`src/rtl/axi_lite_master_if.sv`:
```
// Command/response and AXI4-lite bus bundle for axi_lite_master.
//   master modport : the axi_lite_master side (drives cmd_ready, rsp_*, AW/W/AR, bready, rready)
//   slave  modport : the requester plus the AXI4-lite slave (drives cmd_*, rsp_ready, B/R, readies)
interface axi_lite_master_if #(
  parameter int unsigned C_ADDR_WIDTH = 32
) ();
  localparam int unsigned DATA_W = 32;
  localparam int unsigned STRB_W = 4;
  localparam int unsigned RESP_W = 2;

  // command / response side
  logic                    cmd_valid;
  logic                    cmd_ready;
  logic                    cmd_we;
  logic [C_ADDR_WIDTH-1:0] cmd_addr;
  logic [DATA_W-1:0]       cmd_wdata;
  logic [STRB_W-1:0]       cmd_wstrb;
  logic                    rsp_valid;
  logic                    rsp_ready;
  logic [DATA_W-1:0]       rsp_rdata;
  logic [RESP_W-1:0]       rsp_resp;

  // AXI4-lite side
  logic [C_ADDR_WIDTH-1:0] m_axi_awaddr;
  logic                    m_axi_awvalid;
  logic                    m_axi_awready;
  logic [DATA_W-1:0]       m_axi_wdata;
  logic [STRB_W-1:0]       m_axi_wstrb;
  logic                    m_axi_wvalid;
  logic                    m_axi_wready;
  logic [RESP_W-1:0]       m_axi_bresp;
  logic                    m_axi_bvalid;
  logic                    m_axi_bready;
  logic [C_ADDR_WIDTH-1:0] m_axi_araddr;
  logic                    m_axi_arvalid;
  logic                    m_axi_arready;
  logic [DATA_W-1:0]       m_axi_rdata;
  logic [RESP_W-1:0]       m_axi_rresp;
  logic                    m_axi_rvalid;
  logic                    m_axi_rready;

  modport master (
    input  cmd_valid, cmd_we, cmd_addr, cmd_wdata, cmd_wstrb, rsp_ready,
    input  m_axi_awready, m_axi_wready, m_axi_bresp, m_axi_bvalid,
    input  m_axi_arready, m_axi_rdata, m_axi_rresp, m_axi_rvalid,
    output cmd_ready, rsp_valid, rsp_rdata, rsp_resp,
    output m_axi_awaddr, m_axi_awvalid, m_axi_wdata, m_axi_wstrb, m_axi_wvalid,
    output m_axi_bready, m_axi_araddr, m_axi_arvalid, m_axi_rready
  );

  modport slave (
    output cmd_valid, cmd_we, cmd_addr, cmd_wdata, cmd_wstrb, rsp_ready,
    output m_axi_awready, m_axi_wready, m_axi_bresp, m_axi_bvalid,
    output m_axi_arready, m_axi_rdata, m_axi_rresp, m_axi_rvalid,
    input  cmd_ready, rsp_valid, rsp_rdata, rsp_resp,
    input  m_axi_awaddr, m_axi_awvalid, m_axi_wdata, m_axi_wstrb, m_axi_wvalid,
    input  m_axi_bready, m_axi_araddr, m_axi_arvalid, m_axi_rready
  );
endinterface

```
`src/rtl/axi_lite_master.sv`:
```
// Single-outstanding AXI4-lite master: one command in, one AXI4-lite write or
// read out, one response back. All bus and response outputs are registered.
//   aclk   : clock, rising edge
//   areset : synchronous active-high reset
//   bus    : axi_lite_master_if.master (command, response and AXI4-lite channels)
module axi_lite_master #(
  parameter int unsigned C_ADDR_WIDTH = 32
) (
  input  logic               aclk,
  input  logic               areset,
  axi_lite_master_if.master  bus
);
  localparam int unsigned DATA_W = 32;
  localparam int unsigned STRB_W = 4;
  localparam int unsigned RESP_W = 2;

  localparam logic [2:0] S_IDLE  = 3'd0;
  localparam logic [2:0] S_WRITE = 3'd1;
  localparam logic [2:0] S_WRESP = 3'd2;
  localparam logic [2:0] S_READ  = 3'd3;
  localparam logic [2:0] S_RDATA = 3'd4;
  localparam logic [2:0] S_RSP   = 3'd5;

  logic [2:0]              r_state,     w_state;
  logic                    r_cmd_ready, w_cmd_ready;
  logic [C_ADDR_WIDTH-1:0] r_awaddr,    w_awaddr;
  logic                    r_awvalid,   w_awvalid;
  logic [DATA_W-1:0]       r_wdata,     w_wdata;
  logic [STRB_W-1:0]       r_wstrb,     w_wstrb;
  logic                    r_wvalid,    w_wvalid;
  logic                    r_bready,    w_bready;
  logic [C_ADDR_WIDTH-1:0] r_araddr,    w_araddr;
  logic                    r_arvalid,   w_arvalid;
  logic                    r_rready,    w_rready;
  logic                    r_rsp_valid, w_rsp_valid;
  logic [DATA_W-1:0]       r_rsp_rdata, w_rsp_rdata;
  logic [RESP_W-1:0]       r_rsp_resp,  w_rsp_resp;

  // A write channel is finished once it has handshaken, now or earlier.
  logic w_aw_hs, w_w_hs, w_aw_done, w_w_done;
  assign w_aw_hs   = r_awvalid & bus.m_axi_awready;
  assign w_w_hs    = r_wvalid  & bus.m_axi_wready;
  assign w_aw_done = ~r_awvalid | bus.m_axi_awready;
  assign w_w_done  = ~r_wvalid  | bus.m_axi_wready;

  // Next-state and next-output logic.
  always_comb begin
    w_state     = r_state;
    w_cmd_ready = r_cmd_ready;
    w_awaddr    = r_awaddr;
    w_awvalid   = r_awvalid;
    w_wdata     = r_wdata;
    w_wstrb     = r_wstrb;
    w_wvalid    = r_wvalid;
    w_bready    = r_bready;
    w_araddr    = r_araddr;
    w_arvalid   = r_arvalid;
    w_rready    = r_rready;
    w_rsp_valid = r_rsp_valid;
    w_rsp_rdata = r_rsp_rdata;
    w_rsp_resp  = r_rsp_resp;

    case (r_state)
      S_IDLE: begin
        // cmd_ready comes up one cycle after reset release.
        w_cmd_ready = 1'b1;
        if (bus.cmd_valid && r_cmd_ready) begin
          w_cmd_ready = 1'b0;
          if (bus.cmd_we) begin
            w_awaddr  = bus.cmd_addr;
            w_wdata   = bus.cmd_wdata;
            w_wstrb   = bus.cmd_wstrb;
            w_awvalid = 1'b1;
            w_wvalid  = 1'b1;
            w_state   = S_WRITE;
          end else begin
            w_araddr  = bus.cmd_addr;
            w_arvalid = 1'b1;
            w_state   = S_READ;
          end
        end
      end

      S_WRITE: begin
        if (w_aw_hs) w_awvalid = 1'b0;
        if (w_w_hs)  w_wvalid  = 1'b0;
        if (w_aw_done && w_w_done) begin
          w_bready = 1'b1;
          w_state  = S_WRESP;
        end
      end

      S_WRESP: begin
        if (bus.m_axi_bvalid) begin
          w_bready    = 1'b0;
          w_rsp_resp  = bus.m_axi_bresp;
          w_rsp_rdata = '0;
          w_rsp_valid = 1'b1;
          w_state     = S_RSP;
        end
      end

      S_READ: begin
        if (bus.m_axi_arready) begin
          w_arvalid = 1'b0;
          w_rready  = 1'b1;
          w_state   = S_RDATA;
        end
      end

      S_RDATA: begin
        if (bus.m_axi_rvalid) begin
          w_rready    = 1'b0;
          w_rsp_rdata = bus.m_axi_rdata;
          w_rsp_resp  = bus.m_axi_rresp;
          w_rsp_valid = 1'b1;
          w_state     = S_RSP;
        end
      end

      S_RSP: begin
        if (bus.rsp_ready) begin
          w_rsp_valid = 1'b0;
          w_cmd_ready = 1'b1;
          w_state     = S_IDLE;
        end
      end

      default: begin
        w_state     = S_IDLE;
        w_cmd_ready = 1'b0;
        w_awvalid   = 1'b0;
        w_wvalid    = 1'b0;
        w_bready    = 1'b0;
        w_arvalid   = 1'b0;
        w_rready    = 1'b0;
        w_rsp_valid = 1'b0;
      end
    endcase
  end

  // State and output registers; reset abandons any in-flight transaction.
  always_ff @(posedge aclk) begin
    if (areset) begin
      r_state     <= S_IDLE;
      r_cmd_ready <= 1'b0;
      r_awaddr    <= '0;
      r_awvalid   <= 1'b0;
      r_wdata     <= '0;
      r_wstrb     <= '0;
      r_wvalid    <= 1'b0;
      r_bready    <= 1'b0;
      r_araddr    <= '0;
      r_arvalid   <= 1'b0;
      r_rready    <= 1'b0;
      r_rsp_valid <= 1'b0;
      r_rsp_rdata <= '0;
      r_rsp_resp  <= '0;
    end else begin
      r_state     <= w_state;
      r_cmd_ready <= w_cmd_ready;
      r_awaddr    <= w_awaddr;
      r_awvalid   <= w_awvalid;
      r_wdata     <= w_wdata;
      r_wstrb     <= w_wstrb;
      r_wvalid    <= w_wvalid;
      r_bready    <= w_bready;
      r_araddr    <= w_araddr;
      r_arvalid   <= w_arvalid;
      r_rready    <= w_rready;
      r_rsp_valid <= w_rsp_valid;
      r_rsp_rdata <= w_rsp_rdata;
      r_rsp_resp  <= w_rsp_resp;
    end
  end

  assign bus.cmd_ready     = r_cmd_ready;
  assign bus.m_axi_awaddr  = r_awaddr;
  assign bus.m_axi_awvalid = r_awvalid;
  assign bus.m_axi_wdata   = r_wdata;
  assign bus.m_axi_wstrb   = r_wstrb;
  assign bus.m_axi_wvalid  = r_wvalid;
  assign bus.m_axi_bready  = r_bready;
  assign bus.m_axi_araddr  = r_araddr;
  assign bus.m_axi_arvalid = r_arvalid;
  assign bus.m_axi_rready  = r_rready;
  assign bus.rsp_valid     = r_rsp_valid;
  assign bus.rsp_rdata     = r_rsp_rdata;
  assign bus.rsp_resp      = r_rsp_resp;
endmodule

```
`src/flat_wrapper.sv`:
```
// flat-port wrapper written by rule: the top's interface ports become plain ports
module axi_lite_master_flat 
#(
  parameter int unsigned C_ADDR_WIDTH = 32
)
  (aclk, areset, bus_cmd_valid, bus_cmd_we, bus_cmd_addr, bus_cmd_wdata, bus_cmd_wstrb, bus_rsp_ready, bus_m_axi_awready, bus_m_axi_wready, bus_m_axi_bresp, bus_m_axi_bvalid, bus_m_axi_arready, bus_m_axi_rdata, bus_m_axi_rresp, bus_m_axi_rvalid, bus_cmd_ready, bus_rsp_valid, bus_rsp_rdata, bus_rsp_resp, bus_m_axi_awaddr, bus_m_axi_awvalid, bus_m_axi_wdata, bus_m_axi_wstrb, bus_m_axi_wvalid, bus_m_axi_bready, bus_m_axi_araddr, bus_m_axi_arvalid, bus_m_axi_rready);
  axi_lite_master_if #(.C_ADDR_WIDTH(C_ADDR_WIDTH)) bus_i ();
  input  logic aclk;
  input  logic areset;
  input wire logic [$bits(bus_i.cmd_valid)-1:0] bus_cmd_valid;
  input wire logic [$bits(bus_i.cmd_we)-1:0] bus_cmd_we;
  input wire logic [$bits(bus_i.cmd_addr)-1:0] bus_cmd_addr;
  input wire logic [$bits(bus_i.cmd_wdata)-1:0] bus_cmd_wdata;
  input wire logic [$bits(bus_i.cmd_wstrb)-1:0] bus_cmd_wstrb;
  input wire logic [$bits(bus_i.rsp_ready)-1:0] bus_rsp_ready;
  input wire logic [$bits(bus_i.m_axi_awready)-1:0] bus_m_axi_awready;
  input wire logic [$bits(bus_i.m_axi_wready)-1:0] bus_m_axi_wready;
  input wire logic [$bits(bus_i.m_axi_bresp)-1:0] bus_m_axi_bresp;
  input wire logic [$bits(bus_i.m_axi_bvalid)-1:0] bus_m_axi_bvalid;
  input wire logic [$bits(bus_i.m_axi_arready)-1:0] bus_m_axi_arready;
  input wire logic [$bits(bus_i.m_axi_rdata)-1:0] bus_m_axi_rdata;
  input wire logic [$bits(bus_i.m_axi_rresp)-1:0] bus_m_axi_rresp;
  input wire logic [$bits(bus_i.m_axi_rvalid)-1:0] bus_m_axi_rvalid;
  output wire logic [$bits(bus_i.cmd_ready)-1:0] bus_cmd_ready;
  output wire logic [$bits(bus_i.rsp_valid)-1:0] bus_rsp_valid;
  output wire logic [$bits(bus_i.rsp_rdata)-1:0] bus_rsp_rdata;
  output wire logic [$bits(bus_i.rsp_resp)-1:0] bus_rsp_resp;
  output wire logic [$bits(bus_i.m_axi_awaddr)-1:0] bus_m_axi_awaddr;
  output wire logic [$bits(bus_i.m_axi_awvalid)-1:0] bus_m_axi_awvalid;
  output wire logic [$bits(bus_i.m_axi_wdata)-1:0] bus_m_axi_wdata;
  output wire logic [$bits(bus_i.m_axi_wstrb)-1:0] bus_m_axi_wstrb;
  output wire logic [$bits(bus_i.m_axi_wvalid)-1:0] bus_m_axi_wvalid;
  output wire logic [$bits(bus_i.m_axi_bready)-1:0] bus_m_axi_bready;
  output wire logic [$bits(bus_i.m_axi_araddr)-1:0] bus_m_axi_araddr;
  output wire logic [$bits(bus_i.m_axi_arvalid)-1:0] bus_m_axi_arvalid;
  output wire logic [$bits(bus_i.m_axi_rready)-1:0] bus_m_axi_rready;
  assign bus_i.cmd_valid = bus_cmd_valid;
  assign bus_i.cmd_we = bus_cmd_we;
  assign bus_i.cmd_addr = bus_cmd_addr;
  assign bus_i.cmd_wdata = bus_cmd_wdata;
  assign bus_i.cmd_wstrb = bus_cmd_wstrb;
  assign bus_i.rsp_ready = bus_rsp_ready;
  assign bus_i.m_axi_awready = bus_m_axi_awready;
  assign bus_i.m_axi_wready = bus_m_axi_wready;
  assign bus_i.m_axi_bresp = bus_m_axi_bresp;
  assign bus_i.m_axi_bvalid = bus_m_axi_bvalid;
  assign bus_i.m_axi_arready = bus_m_axi_arready;
  assign bus_i.m_axi_rdata = bus_m_axi_rdata;
  assign bus_i.m_axi_rresp = bus_m_axi_rresp;
  assign bus_i.m_axi_rvalid = bus_m_axi_rvalid;
  assign bus_cmd_ready = bus_i.cmd_ready;
  assign bus_rsp_valid = bus_i.rsp_valid;
  assign bus_rsp_rdata = bus_i.rsp_rdata;
  assign bus_rsp_resp = bus_i.rsp_resp;
  assign bus_m_axi_awaddr = bus_i.m_axi_awaddr;
  assign bus_m_axi_awvalid = bus_i.m_axi_awvalid;
  assign bus_m_axi_wdata = bus_i.m_axi_wdata;
  assign bus_m_axi_wstrb = bus_i.m_axi_wstrb;
  assign bus_m_axi_wvalid = bus_i.m_axi_wvalid;
  assign bus_m_axi_bready = bus_i.m_axi_bready;
  assign bus_m_axi_araddr = bus_i.m_axi_araddr;
  assign bus_m_axi_arvalid = bus_i.m_axi_arvalid;
  assign bus_m_axi_rready = bus_i.m_axi_rready;
  axi_lite_master #(.C_ADDR_WIDTH(C_ADDR_WIDTH)) u_core (.aclk(aclk), .areset(areset), .bus(bus_i));
endmodule
```
`config.mk`:
```
export PLATFORM = sky130hd
export DESIGN_NAME = axi_lite_master_flat
export DESIGN_NICKNAME = d
export VERILOG_FILES = /design/src/rtl/axi_lite_master_if.sv /design/src/rtl/axi_lite_master.sv /design/src/flat_wrapper.sv
export SDC_FILE = /design/constraint.sdc
export NUM_CORES = 1
export LEC_CHECK = 0
export BUFFER_PORTS_ARGS = -buffer_cell sky130_fd_sc_hd__buf_2
export CORE_UTILIZATION = 30
export CTS_BUF_LIST = sky130_fd_sc_hd__clkbuf_8
export DETAILED_ROUTE_END_ITERATION = 6
export PLACE_DENSITY_LB_ADDON = 0.3
export SYNTH_ARGS = -nofsm -noshare
export SYNTH_HDL_FRONTEND = slang
export SYNTH_SLANG_ARGS = --single-unit
export TNS_END_PERCENT = 20
```
`constraint.sdc`:
```
create_clock -name aclk -period 3.8 [get_ports aclk]
set_input_delay 0 -clock aclk [delete_from_list [all_inputs] [get_ports aclk]]
set_output_delay 0 -clock aclk [all_outputs]
set_load 0.01 [all_outputs]
```
# == Word-level counts from Yosys, hierarchy flattened ==
# Cells that the tools add are included.
# Widths: inputs -> output; s select.
# classes
n_div,0
eq_ne,15
n_lt_le_gt_ge,0
bitwise_logic,13
multipliers,0
shifts,0
add_sub_neg,0
n_reduce_logical,21
n_mux,37
# ops
op,n
$mux 32,2
$pmux 32 s2,1
$reduce_or 4->1,5
$mux 3,6
$pmux 1 s3,6
$pmux 3 s6,1
$mux 1,16
$reduce_and 4->1,4
$reduce_and 3->1,5
$ne 2x2->1 const B,6
$not 1->1,9
$ne 2x1->1 const B,4
$eq 3x2->1 const B,2
$eq 3x3->1 const B,2
$mux 2,3
$reduce_and 6->1,1
$pmux 1 s4,1
$pmux 2 s2,1
$eq 3x1->1 const B,1
$logic_not 3->1,1
$reduce_or 3->1,1
$and 1x1->1,2
$logic_and 1x1->1,2
$or 1x1->1,2
2 further kinds,2
# word_totals
out_inout_bits,141
reg_bits,144
mem_count,0
latchBits,0
mem_bits_rw,0
romBits,0

# == Logic depth before layout (Yosys ltp) ==
# Gate-level depths: netlist of the first run.
# logic_depth
word_depth,5
ltp_mapped,7
mapped_depth_nobuf,4

# == Worst setup path after synthesis of the first run ==
# Ideal clock, no wire load.
# synth_path
path_type,flip-flop to flip-flop
startpoint,register u_core.r_state[2]
endpoint,register u_core.r_state[0]
slack_ns,2.291
required_ns,3.679
arrival_ns,1.389
path_stages_with_launch,6
path_buffers,1
path_cell_list,dfxtp_1 buf_4 nor2_1 o21ai_0 o221ai_1 mux2_2
# synth_between
elab_chain_cells,3
elab_cells_between_ends,14
cone_classes,eq/ne: 11; mux: 1; reduce/logical: 2
# synth_lines
element,line,text
from (decl),axi_lite_master.sv:24,"logic [2:0] r_state, w_state;"
from (signal assigned),axi_lite_master.sv:160,r_state <= w_state;
$eq 3x1->1 (tied with other cells),axi_lite_master.sv:63,case (r_state)
$ne 2x1->1 (no source line) / $ne 2x2->1 (equally long branches),-,
$reduce_and 6->1 (no source line),-,
# Several ways; a longest one is shown, not always the timed one.
# A chain may end at the register's enable or synchronous reset.

# == Final worst setup path of the first run ==
# layout_path
startpoint,register u_core.r_state[1]
endpoint,"register u_core.r_rsp_rdata[5], in the netlist u_core.bus.rsp_rdata[5]"
# layout_between
elab_chain_cells,3
elab_cells_between_ends,7
cone_classes,eq/ne: 4; mux: 1; reduce/logical: 2
# layout_lines
element,line,text
$eq 3x3->1 / $eq 3x2->1 (equally long branches),axi_lite_master.sv:63,
$ne 2x2->1 (no source line) / $reduce_bool 2->1 (equally long branches),-,
$reduce_and 3->1 (no source line),-,
to (signal assigned),axi_lite_master.sv:172,r_rsp_rdata <= w_rsp_rdata;
to (decl),axi_lite_master.sv:36,"logic [DATA_W-1:0] r_rsp_rdata, w_rsp_rdata;"
# Several ways; a longest one is shown, not always the timed one.

==> flow_summary_export.csv, run 1 <==
group,metric,value,unit
setup_path,path_delay_family,"compound AO/OA/AOI/OAI gates",
global_route,antenna_found_initial,0,
setup_path,cp_slowest_cell,"a21oi_4",
synthesis,yosys.area.top_type,"dfxtp_1",
setup_path,crit_path_cell_trace,"nand3b_1 > a21oi_4 > buf_4 > mux2i_1 > nor2_1",
detailed_routing,wl_per_cell,13.6,um
timing,hold_viol_final,0,
synthesis,synth_most_common_cell,"nand2_1",
detailed_routing,drc_errors,0,
die,io_pins,255,
cells_and_area,syn_to_final_growth,53.8,%
setup_path,reg2reg_depth,5,
global_route,grt_pass1_vias,5313,
synthesis,ys.flop_type,"dfxtp_1",
cells_and_area,seqCellArea,2880,sq um
setup_path,worstSetupEndpointType,"register",
hold_path,hold_path_class,"input pin to register",
synthesis,synth-async-reset-ratio,0,
cells_and_area,nNetsFinal,1106,
synthesis,yosysSeqAreaShare,0.529,
power,power_density,479,nW/um^2
synthesis,synth_area_leaders,"dfxtp_1, nand2_1, a21oi_1",
timing,finClkSkew,12.0,ps
synthesis,avgSynthCellArea,8.41,sq um
global_route,grt-ovfl-total,0,
setup_path,crit_type,"register to register",
setup_path,timing.rr.end,"u_core.bus.rsp_rdata[5]$_SDFFE_PP0P_",
global_route,grt_max_degree,78,
synthesis,synth.distinct_cells,35,
clock_tree,ctsLongestPathBuffers,2,
cells_and_area,fillers,1718,
die,dieArea,18700,sq um
power,p_leak,0.00367,uW
detailed_routing,first_iter_violations,248,
clock_tree,postCtsSetupBuffers,0,
timing,fmax,421,MHz
status,status,"completed",
clock_tree,cts_tree,"done",
setup_path,critPathMaxStageDelay,820,ps
clock_tree,cts_resized,0,
synthesis,ys_warn_count,0,
cells_and_area,drive_gt1_frac,0.300,
setup_path,cp.arrival,2660,ps
clock_tree,cts.root.buffer_cell,"clkbuf_8",
place,portBuffers,254,
detailed_routing,totalWireLength,16.7,mm
setup_path,path_max_fanout,25,
cells_and_area,multiInputGateArea,2290,sq um
timing,rsz0062_at_grt,"no",
clock_tree,numCtsBuffers,17,
hold_path,hp-start,"bus_m_axi_rvalid",
clock_tree,clk_pin_slew_worst_paths,80,ps
global_route,grt_usage,0.179,
synthesis,syn_inst,648,
die,die_x,137,um
hold_path,whs_path_depth,5,
setup_path,rrSetupSlack,1430,ps
detailed_routing,drt-pass1-iter-count,4,
power,power.total,4010,uW
setup_path,start_kind,"register",
synthesis,synth_common_cells,"nand2_1, dfxtp_1, a21oi_1, nor2_1, mux2i_1",
synthesis,syn-cell-area,5450,sq um
timing,tns,0,ps
die,die_height,137,um
synthesis,synth_enable_flop_cells,0,
setup_path,critPathRequiredTime,4080,ps
timing,slew_headroom,0.331,
detailed_routing,vias,5583,
power,vdd_ir_drop_max,0.220,mV
timing,fin_crit,2370,ps
place,dp_hpwl,10.1,mm
hold_path,whs_endpoint,"u_core.bus.rsp_valid$_SDFFE_PP0P_",
timing,timing_max_transition_violations_final,0,
setup_path,reg2reg_from,"u_core.r_state[1]$_SDFFE_PP0P_",
timing,post-route-worst-setup-slack,1430,ps
global_route,grt_pass1_wl,26.1,mm
run,cap_violations,0,
detailed_routing,ant_nets,0,
synthesis,ys_ff_latch,144,
place,gp_congestion,0.771,
die,rows,48,
timing,finalSetupViolCount,0,
cells_and_area,diodes,0,
timing,tightestPinTransition,1000,ps
place,pre_cts_slack,1460,ps
setup_path,cp.depth,5,
die,initial_core_util,0.311,
synthesis,synth_top_area_share,0.529,
die,core-area,17500,sq um
synthesis,synth_nets,762,
clock_tree,clock_sink_count,144,
clock_tree,htreeDepth,4,
setup_path,path_buf_inv,1,
timing,fin_crit_sh,0.624,
detailed_routing,viasPerCell,4.54,
clock_tree,clock_latency,440,ps
[worst max path at each step]
stage	endpoint	slack, ps	startpoint
finish	u_core.bus.rsp_rdata[5]$_SDFFE_PP0P_	1430	u_core.r_state[1]$_SDFFE_PP0P_
global route	u_core.bus.rsp_rdata[4]$_SDFFE_PP0P_	1270	u_core.r_state[2]$_SDFFE_PP0P_
CTS	u_core.bus.m_axi_awaddr[28]$_SDFFE_PP0P_	1450	u_core.r_state[0]$_SDFFE_PP0P_
detailed placement	u_core.bus.rsp_rdata[6]$_SDFFE_PP0P_	1460	u_core.r_state[1]$_SDFFE_PP0P_
global placement	u_core.bus.m_axi_awaddr[5]$_SDFFE_PP0P_	1500	u_core.r_state[0]$_SDFFE_PP0P_
floorplan	u_core.r_state[0]$_SDFFE_PP0P_	2290	u_core.r_state[2]$_SDFFE_PP0P_
[sequential cells by signal, summed over array words and instances (netlist names)]
signal / cells
u_core.bus.m_axi_rready: 1
u_core.bus.cmd_ready: 1
u_core.bus.rsp_valid: 1
u_core.bus.rsp_rdata: 32
u_core.bus.m_axi_awaddr: 32
u_core.bus.m_axi_arvalid: 1
u_core.bus.m_axi_araddr: 32
u_core.bus.m_axi_wstrb: 4
u_core.bus.m_axi_wdata: 32
u_core.bus.m_axi_awvalid: 1
u_core.bus.rsp_resp: 2
u_core.r_state: 3
u_core.bus.m_axi_wvalid: 1
u_core.bus.m_axi_bready: 1
[power by group]
part / switching, uW / internal [uW]
Combinational: 504 / 424
Sequential: 104 / 1630
Clock: 609 / 735
[metal layers]
| layer | global-route usage | routed length (um) | up-vias |
|---|---|---|---|
| li1 | - | - | 2798 |
| met2 | 0.306 | 8170 | 187 |
| met5 | 0 | 0 | - |
| met3 | 0.0522 | 1060 | 24 |
| met4 | 0.0704 | 340 | 0 |
| met1 | 0.209 | 7130 | 2574 |
[layout by cell type, fill, tap and decap left out, types with 3 or more instances in the layout]
| cell | count |
|---|---|
| buf_2 | 253 |
| nand2_1 | 202 |
| dfxtp_1 | 144 |
| dlygate4sd3_1 | 112 |
| a21oi_1 | 103 |
| nor2_1 | 42 |
| mux2i_1 | 34 |
| and2_1 | 32 |
| clkbuf_8 | 18 |
| buf_4 | 8 |
| inv_1 | 6 |
| nand2b_1 | 4 |
| bufinv_16 | 4 |
| clkinv_4 | 4 |
| nand3_1 | 3 |
[worst register-to-register path, stage by stage (launching register included)]
cell and delay (ps):
dfxtp_1 610, nand3b_1 200, a21oi_4 820, buf_4 340
mux2i_1 200, nor2_1 60
[timing repair]
action	CTS	global route
endpoints found under the setup margin	0	0
hold buffers	112	0
endpoints found under the hold margin	142	0
[final cells by class]
| type | count | area share |
|---|---|---|
| Clock buffer | 18 | 0.0296 |
| Clock inverter | 14 | 0.0227 |
| Inverter | 4 | 0.00179 |
| Multi-Input combinational cell | 451 | 0.274 |
| Sequential cell | 144 | 0.344 |
| Tap cell | 225 | 0.0336 |
| Timing Repair Buffer | 374 | 0.295 |
[logic make-up (layout without fill, tap and decap cells)]
| kind of cell | count (synthesis) | count (layout) | share of synthesized area |
|---|---|---|---|
| simple gates | 296 | 296 | 0.232 |
| compound gates | 120 | 120 | 0.120 |
| mux | 35 | 35 | 0.0646 |
| buf+inv | 53 | 410 | 0.0535 |
| flops | 144 | 144 | 0.529 |
[stage by stage]
stage	cell area, sq um	instances	util	hold WS, ps
after detailed placement	6820	1086	0.389	215
after floorplan	5450	648	-	114
after CTS	8380	1230	0.478	58.4
after global routing	8380	1230	0.478	77.4
final	8380	1230	0.478	85.4
after global placement	6820	1086	0.389	220
(Power assumes the default switching activity.)
==> inputs of run 2 (changes only) <==
Settings changed: ABC_AREA from default to 1.
Clock period 3.8 ns to 2.4 ns, I/O delays scaled along.
==> flow_summary_export.csv, run 2 <==
group,metric,value,unit
status,status,"completed",
die,core-area,18000,sq um
detailed_routing,viasPerCell,4.49,
die,io_pins,255,
setup_path,crit_type,"register to register",
synthesis,ys_ff_latch,144,
power,power_density,782,nW/um^2
synthesis,synth-async-reset-ratio,0,
timing,timing_max_transition_violations_final,0,
timing,fin_crit_sh,0.893,
clock_tree,clock_latency,440,ps
detailed_routing,wl_per_cell,13.4,um
cells_and_area,drive_gt1_frac,0.322,
detailed_routing,drc_errors,0,
setup_path,crit_path_start,"u_core.r_state[0]$_SDFFE_PP0P_",
timing,slew_headroom,0.653,
clock_tree,cts_resized,0,
timing,tns,0,ps
setup_path,rrSetupSlack,260,ps
global_route,antenna_found_initial,0,
synthesis,synth_top_area_share,0.526,
setup_path,start_kind,"register",
setup_path,critPathRequiredTime,2780,ps
global_route,grt_usage,0.176,
timing,finalSetupViolCount,0,
place,dp.cells,1149,
setup_path,critPathMaxStageDelay,550,ps
cells_and_area,nNetsFinal,1162,
detailed_routing,totalWireLength,17.3,mm
global_route,grt-ovfl-total,0,
synthesis,synth_most_common_cell,"nor2_1",
timing,rsz0062_at_grt,"no",
setup_path,reg2reg_depth,9,
place,portBuffers,254,
cells_and_area,final_cell_mix,"buf_2, nor2_1, dfxtp_1",
clock_tree,ctsLongestPathBuffers,2,
clock_tree,clock_sink_count,144,
setup_path,cp.arrival,2520,ps
synthesis,synth_common_cells,"nor2_1, dfxtp_1, o21ai_0, nand2_1",
timing,holdWs,42.1,ps
cells_and_area,layout_commonest_cell,"buf_2",
synthesis,synth.distinct_cells,25,
clock_tree,htreeDepth,4,
power,p_leak,0.00413,uW
clock_tree,cts_hold_buf,109,
setup_path,crit_top_cell,"nand2_1",
run,cap_violations,0,
cells_and_area,syn_to_final_growth,52.6,%
die,initial_core_util,0.305,
setup_path,timing.rr.end,"u_core.bus.rsp_resp[1]$_SDFFE_PP0P_",
setup_path,reg2reg_from,"u_core.r_state[0]$_SDFFE_PP0P_",
clock_tree,cts_tree,"done",
clock_tree,numCtsBuffers,17,
die,rows,49,
timing,hold_viol_final,0,
synthesis,ys_warn_count,0,
synthesis,synth_enable_flop_cells,0,
timing,tightestPinTransition,521,ps
die,die_height,137,um
global_route,grt_pass1_vias,5287,
timing,fmax,466,MHz
global_route,grt_pass1_wl,26.0,mm
die,dieArea,18800,sq um
place,gp_congestion,0.856,
timing,finClkSkew,9.73,ps
timing,fin_crit,2140,ps
setup_path,cp-endpoint,"u_core.bus.rsp_resp[1]$_SDFFE_PP0P_",
detailed_routing,vias,5793,
power,vdd_ir_drop_max,0.335,mV
synthesis,synth_area_leaders,"dfxtp_1, nor2_1, o21ai_0",
clock_tree,cts.root.buffer_cell,"clkbuf_8",
synthesis,ys.flop_type,"dfxtp_1",
detailed_routing,first_iter_violations,262,
synthesis,syn-cell-area,5480,sq um
clock_tree,clk_pin_slew_worst_paths,90,ps
setup_path,cp_slowest_cell,"dlygate4sd3_1",
synthesis,synth_nets,816,
cells_and_area,instances_no_fill,1290,
synthesis,avgSynthCellArea,7.81,sq um
detailed_routing,drt-pass1-iter-count,4,
hold_path,hold_path_class,"input pin to register",
cells_and_area,diodes,0,
die,die_x,137,um
setup_path,path_max_fanout,34,
detailed_routing,ant_nets,0,
synthesis,syn_inst,702,
place,dp_hpwl,10.7,mm
setup_path,crit_path_cell_trace,"nor2_4 > nand2_2 > clkinv_1 > buf_4 > nand2_1 > nand2_1 > dlygate4sd3_1 > o21ai_0 > nor2_1",
clock_tree,postCtsSetupBuffers,0,
global_route,grt_max_degree,69,
synthesis,yosysSeqAreaShare,0.526,
setup_path,worstSetupEndpointType,"register",
synthesis,yosys.area.top_type,"dfxtp_1",
-- run 2: changes by cell type after synthesis, sizes merged, moves of 3 or more --
cell	previous run	this run
inv	4	13
o21ai	2	113
nand2b	4	0
clkbuf	22	18
and2	32	0
clkinv	0	3
a21oi	104	40
nor2	42	231
nand3	3	41
nand2	202	67
mux2i	34	0
-- run 2: kinds of logic after synthesis --
kind of cell | synth area share
and+or+nand+nor | 0.270
buffers and inverters | 0.0628
DFF | 0.526
AOI/OAI and AO/OA | 0.142
-- run 2: per-stage QoR --
step | util | instance area [sq um] | setup WS (ps) | power [uW]
6_report | 0.466 | 8370 | 256 | 6540
4_1_cts | 0.466 | 8370 | 306 | 6610
2_1_floorplan | - | 5480 | 972 | 3890
5_1_grt | 0.466 | 8370 | 118 | 6960
3_3_place_gp | 0.382 | 6870 | 582 | 4420
3_5_place_dp | 0.382 | 6870 | 521 | 4420
-- run 2: worst min-delay path by stage --
stage / startpoint / end / slack [ps] / cells past startpoint
global route: areset / u_core.bus.m_axi_bready$_SDFFE_PP0P_ / 30 / 4
finish: bus_m_axi_bvalid / u_core.bus.m_axi_bready$_SDFFE_PP0P_ / 40 / 5
CTS: bus_m_axi_bvalid / u_core.bus.m_axi_bready$_SDFFE_PP0P_ / 10 / 5
global placement: bus_cmd_wdata[3] / u_core.bus.m_axi_wdata[3]$_SDFFE_PP0P_ / 220 / 3
floorplan: bus_cmd_addr[13] / u_core.bus.m_axi_araddr[13]$_SDFFE_PP0P_ / 130 / 2
detailed placement: bus_cmd_wstrb[2] / u_core.bus.m_axi_wstrb[2]$_SDFFE_PP0P_ / 230 / 3
-- run 2: cell type report --
class,count,area [sq um]
Fill cell,1756,9600
Sequential cell,144,2880
Timing Repair Buffer,373,2470
Multi-Input combinational cell,496,2260
Tap cell,229,287
Clock buffer,17,234
Clock inverter,15,171
Inverter,16,61.3
-- run 2: critical path: cells and delay by family (launching register included) --
| kind | cells | cell delay [ps] |
|---|---|---|
| buffers and inverters | 3 | 960 |
| AOI/OAI and AO/OA | 1 | 80 |
| and+or+nand+nor | 5 | 650 |
| DFF | 1 | 390 |
-- run 2: report_power, final --
group / switching (uW) / internal [uW] / leakage [uW]
clock network: 1070 / 960 / 0.000199
registers: 138 / 2630 / 0.00117
logic: 1080 / 673 / 0.00277
-- run 2: per-layer routing --
layer	track usage	share of wire	vias up	wire length [um]
met2	0.288	0.45	199	7880
li1	-	-	2972	-
met3	0.0486	0.067	25	1150
met5	0	0	-	0
met4	0.0781	0.023	0	397
met1	0.215	0.46	2597	7910
==> inputs of run 3 (changes only) <==
--- a/config.mk
+++ b/config.mk
@@ -8,4 +8,5 @@
 export ABC_AREA = 1
 export BUFFER_PORTS_ARGS = -buffer_cell sky130_fd_sc_hd__buf_2
+export CORE_ASPECT_RATIO = 1.25
 export CORE_UTILIZATION = 30
 export CTS_BUF_LIST = sky130_fd_sc_hd__clkbuf_8
==> constraint.sdc (replaced) <==
create_clock -name aclk -period 2.4 [get_ports aclk]
set_input_delay 0.24 -clock aclk [delete_from_list [all_inputs] [get_ports aclk]]
set_output_delay 0.24 -clock aclk [all_outputs]
set_load 0.01 [all_outputs]
==> flow_summary_export.csv, run 3 (synthesis results as in run 2) <==
group,metric,value,unit
status,status,"completed",
die,core-area,17700,sq um
setup_path,path_buf_inv,2,
setup_path,critPathMaxStageDelay,520,ps
timing,timing_max_transition_violations_final,0,
hold_path,hold_path_class,"input pin to register",
die,io_pins,255,
cells_and_area,fin_area,7700,sq um
cells_and_area,post-route-util,0.435,
place,portBuffers,254,
timing,fin_crit,1850,ps
timing,hold_viol_final,0,
detailed_routing,vias,5499,
timing,rsz0062_at_grt,"no",
clock_tree,cts_tree,"done",
run,cap_violations,0,
cells_and_area,drive_gt1_frac,0.343,
timing,fmax,539,MHz
setup_path,critPathRequiredTime,2780,ps
detailed_routing,ant_nets,0,
clock_tree,cts_resized,0,
power,power_density,833,nW/um^2
cells_and_area,final_cell_mix,"buf_2, nor2_1, dfxtp_1",
die,initial_core_util,0.310,
detailed_routing,drc_errors,0,
timing,tightestPinTransition,701,ps
place,dp_hpwl,10.5,mm
clock_tree,clock_latency,450,ps
die,die_height,153,um
global_route,antenna_found_initial,0,
clock_tree,numCtsBuffers,17,
setup_path,cp.arrival,2230,ps
die,rows,54,
die,die_x,123,um
setup_path,path_delay_family,"buffers and inverters",
power,p_leak,0.00386,uW
detailed_routing,wl_per_cell,13.3,um
place,pre_cts_slack,529,ps
place,gp_congestion,0.819,
global_route,grt_max_degree,110,
setup_path,crit_type,"register to register",
timing,tns,0,ps
setup_path,worstSetupEndpointType,"register",
clock_tree,clk_pin_slew_worst_paths,90,ps
clock_tree,postCtsSetupBuffers,0,
cells_and_area,syn_to_final_growth,40.4,%
setup_path,cp_slowest_cell,"inv_2",
global_route,grt_pass1_vias,5165,
global_route,grt-ovfl-total,0,
timing,fin_crit_sh,0.773,
setup_path,path_max_fanout,40,
power,vdd_ir_drop_max,0.418,mV
timing,finClkSkew,13.6,ps
place,placed_area,6840,sq um
die,dieArea,18800,sq um
clock_tree,ctsLongestPathBuffers,2,
clock_tree,clock_sink_count,144,
detailed_routing,drt-pass1-iter-count,6,
detailed_routing,first_iter_violations,207,
setup_path,start_kind,"register",
timing,finalSetupViolCount,0,
cells_and_area,layout_commonest_cell,"buf_2",
clock_tree,cts.root.buffer_cell,"clkbuf_8",
detailed_routing,totalWireLength,16.3,mm
clock_tree,htreeDepth,4,
detailed_routing,viasPerCell,4.51,
cells_and_area,nNetsFinal,1096,
global_route,grt_usage,0.175,
cells_and_area,diodes,0,
timing,post-route-worst-setup-slack,545,ps
global_route,grt_pass1_wl,25.8,mm
timing,slew_headroom,0.532,
setup_path,crit_path_cell_trace,"nor2_4 > nand3_2 > nor2_4 > inv_2 > buf_12 > nor2_1 > nor2_1",
-- run 3: cell count changes in the layout (fill, tap and decap cells not counted) --
cell and delta:
inv_6 -3, inv_8 -1, clkinv_4 +3, dlygate4sd3_1 -65
clkbuf_8 +2, buf_12 -1, clkinv_2 +1, clkinvlp_4 -2
-- run 3: final timing paths --
kind / from / to / slack [ps] / cells past startpoint
setup reg to reg: u_core.r_state[1]$_SDFFE_PP0P_ / u_core.bus.m_axi_awaddr[7]$_SDFFE_PP0P_ / 550 / 7
setup / recovery: u_core.r_state[1]$_SDFFE_PP0P_ / u_core.bus.m_axi_awaddr[7]$_SDFFE_PP0P_ / 550 / 7
hold reg to reg: u_core.bus.m_axi_bready$_SDFFE_PP0P_ / u_core.bus.m_axi_bready$_SDFFE_PP0P_ / 450 / 2
hold / removal: bus_cmd_addr[28] / u_core.bus.m_axi_araddr[28]$_SDFFE_PP0P_ / 40 / 3
-- run 3: area by class of cell --
type                       instances  area (sq um)
clock buffer                      19           262
clock inverter                    13           150
fill                            1866         10000
inverter                          16          61.3
multi-input combinational        496          2260
sequential                       144          2880
tap                              224           280
timing repair buffer             307          1800
-- run 3: timing repair --
| item | in CTS | in global routing |
|---|---|---|
| hold endpoints to repair | 46 | 0 |
| hold buffers | 44 | 0 |
| endpoints found under the setup margin | 0 | 0 |
-- run 3: power by group --
group          total (uW)  leakage, uW  switching (uW)  internal, uW
Clock                2010     0.000209            1010          1000
Sequential           2760      0.00117             137          2630
Combinational        1640      0.00249            1050           590
Total                6410      0.00386            2190          4220
-- run 3: worst min-delay path: stages --
cell and delay (ps):
buf_2 90, nor2_1 40, nor2_1 80
-- run 3: layer usage --
metal	vias to the layer above	GRT usage	routed length, um
met4	0	0.0714	354
met1	2431	0.204	6930
met2	205	0.285	7610
li1	2838	-	-
met3	25	0.0638	1370
met5	-	0	0
-- run 3: per-stage QoR --
stage	power (uW)	hold slack, ps	instances
3_5_place_dp	4420	446	1143
2_1_floorplan	3890	368	702
6_report	6410	35.5	1219
3_3_place_gp	4420	439	1143
4_1_cts	6510	0.0475	1219
5_1_grt	6850	5.49	1219
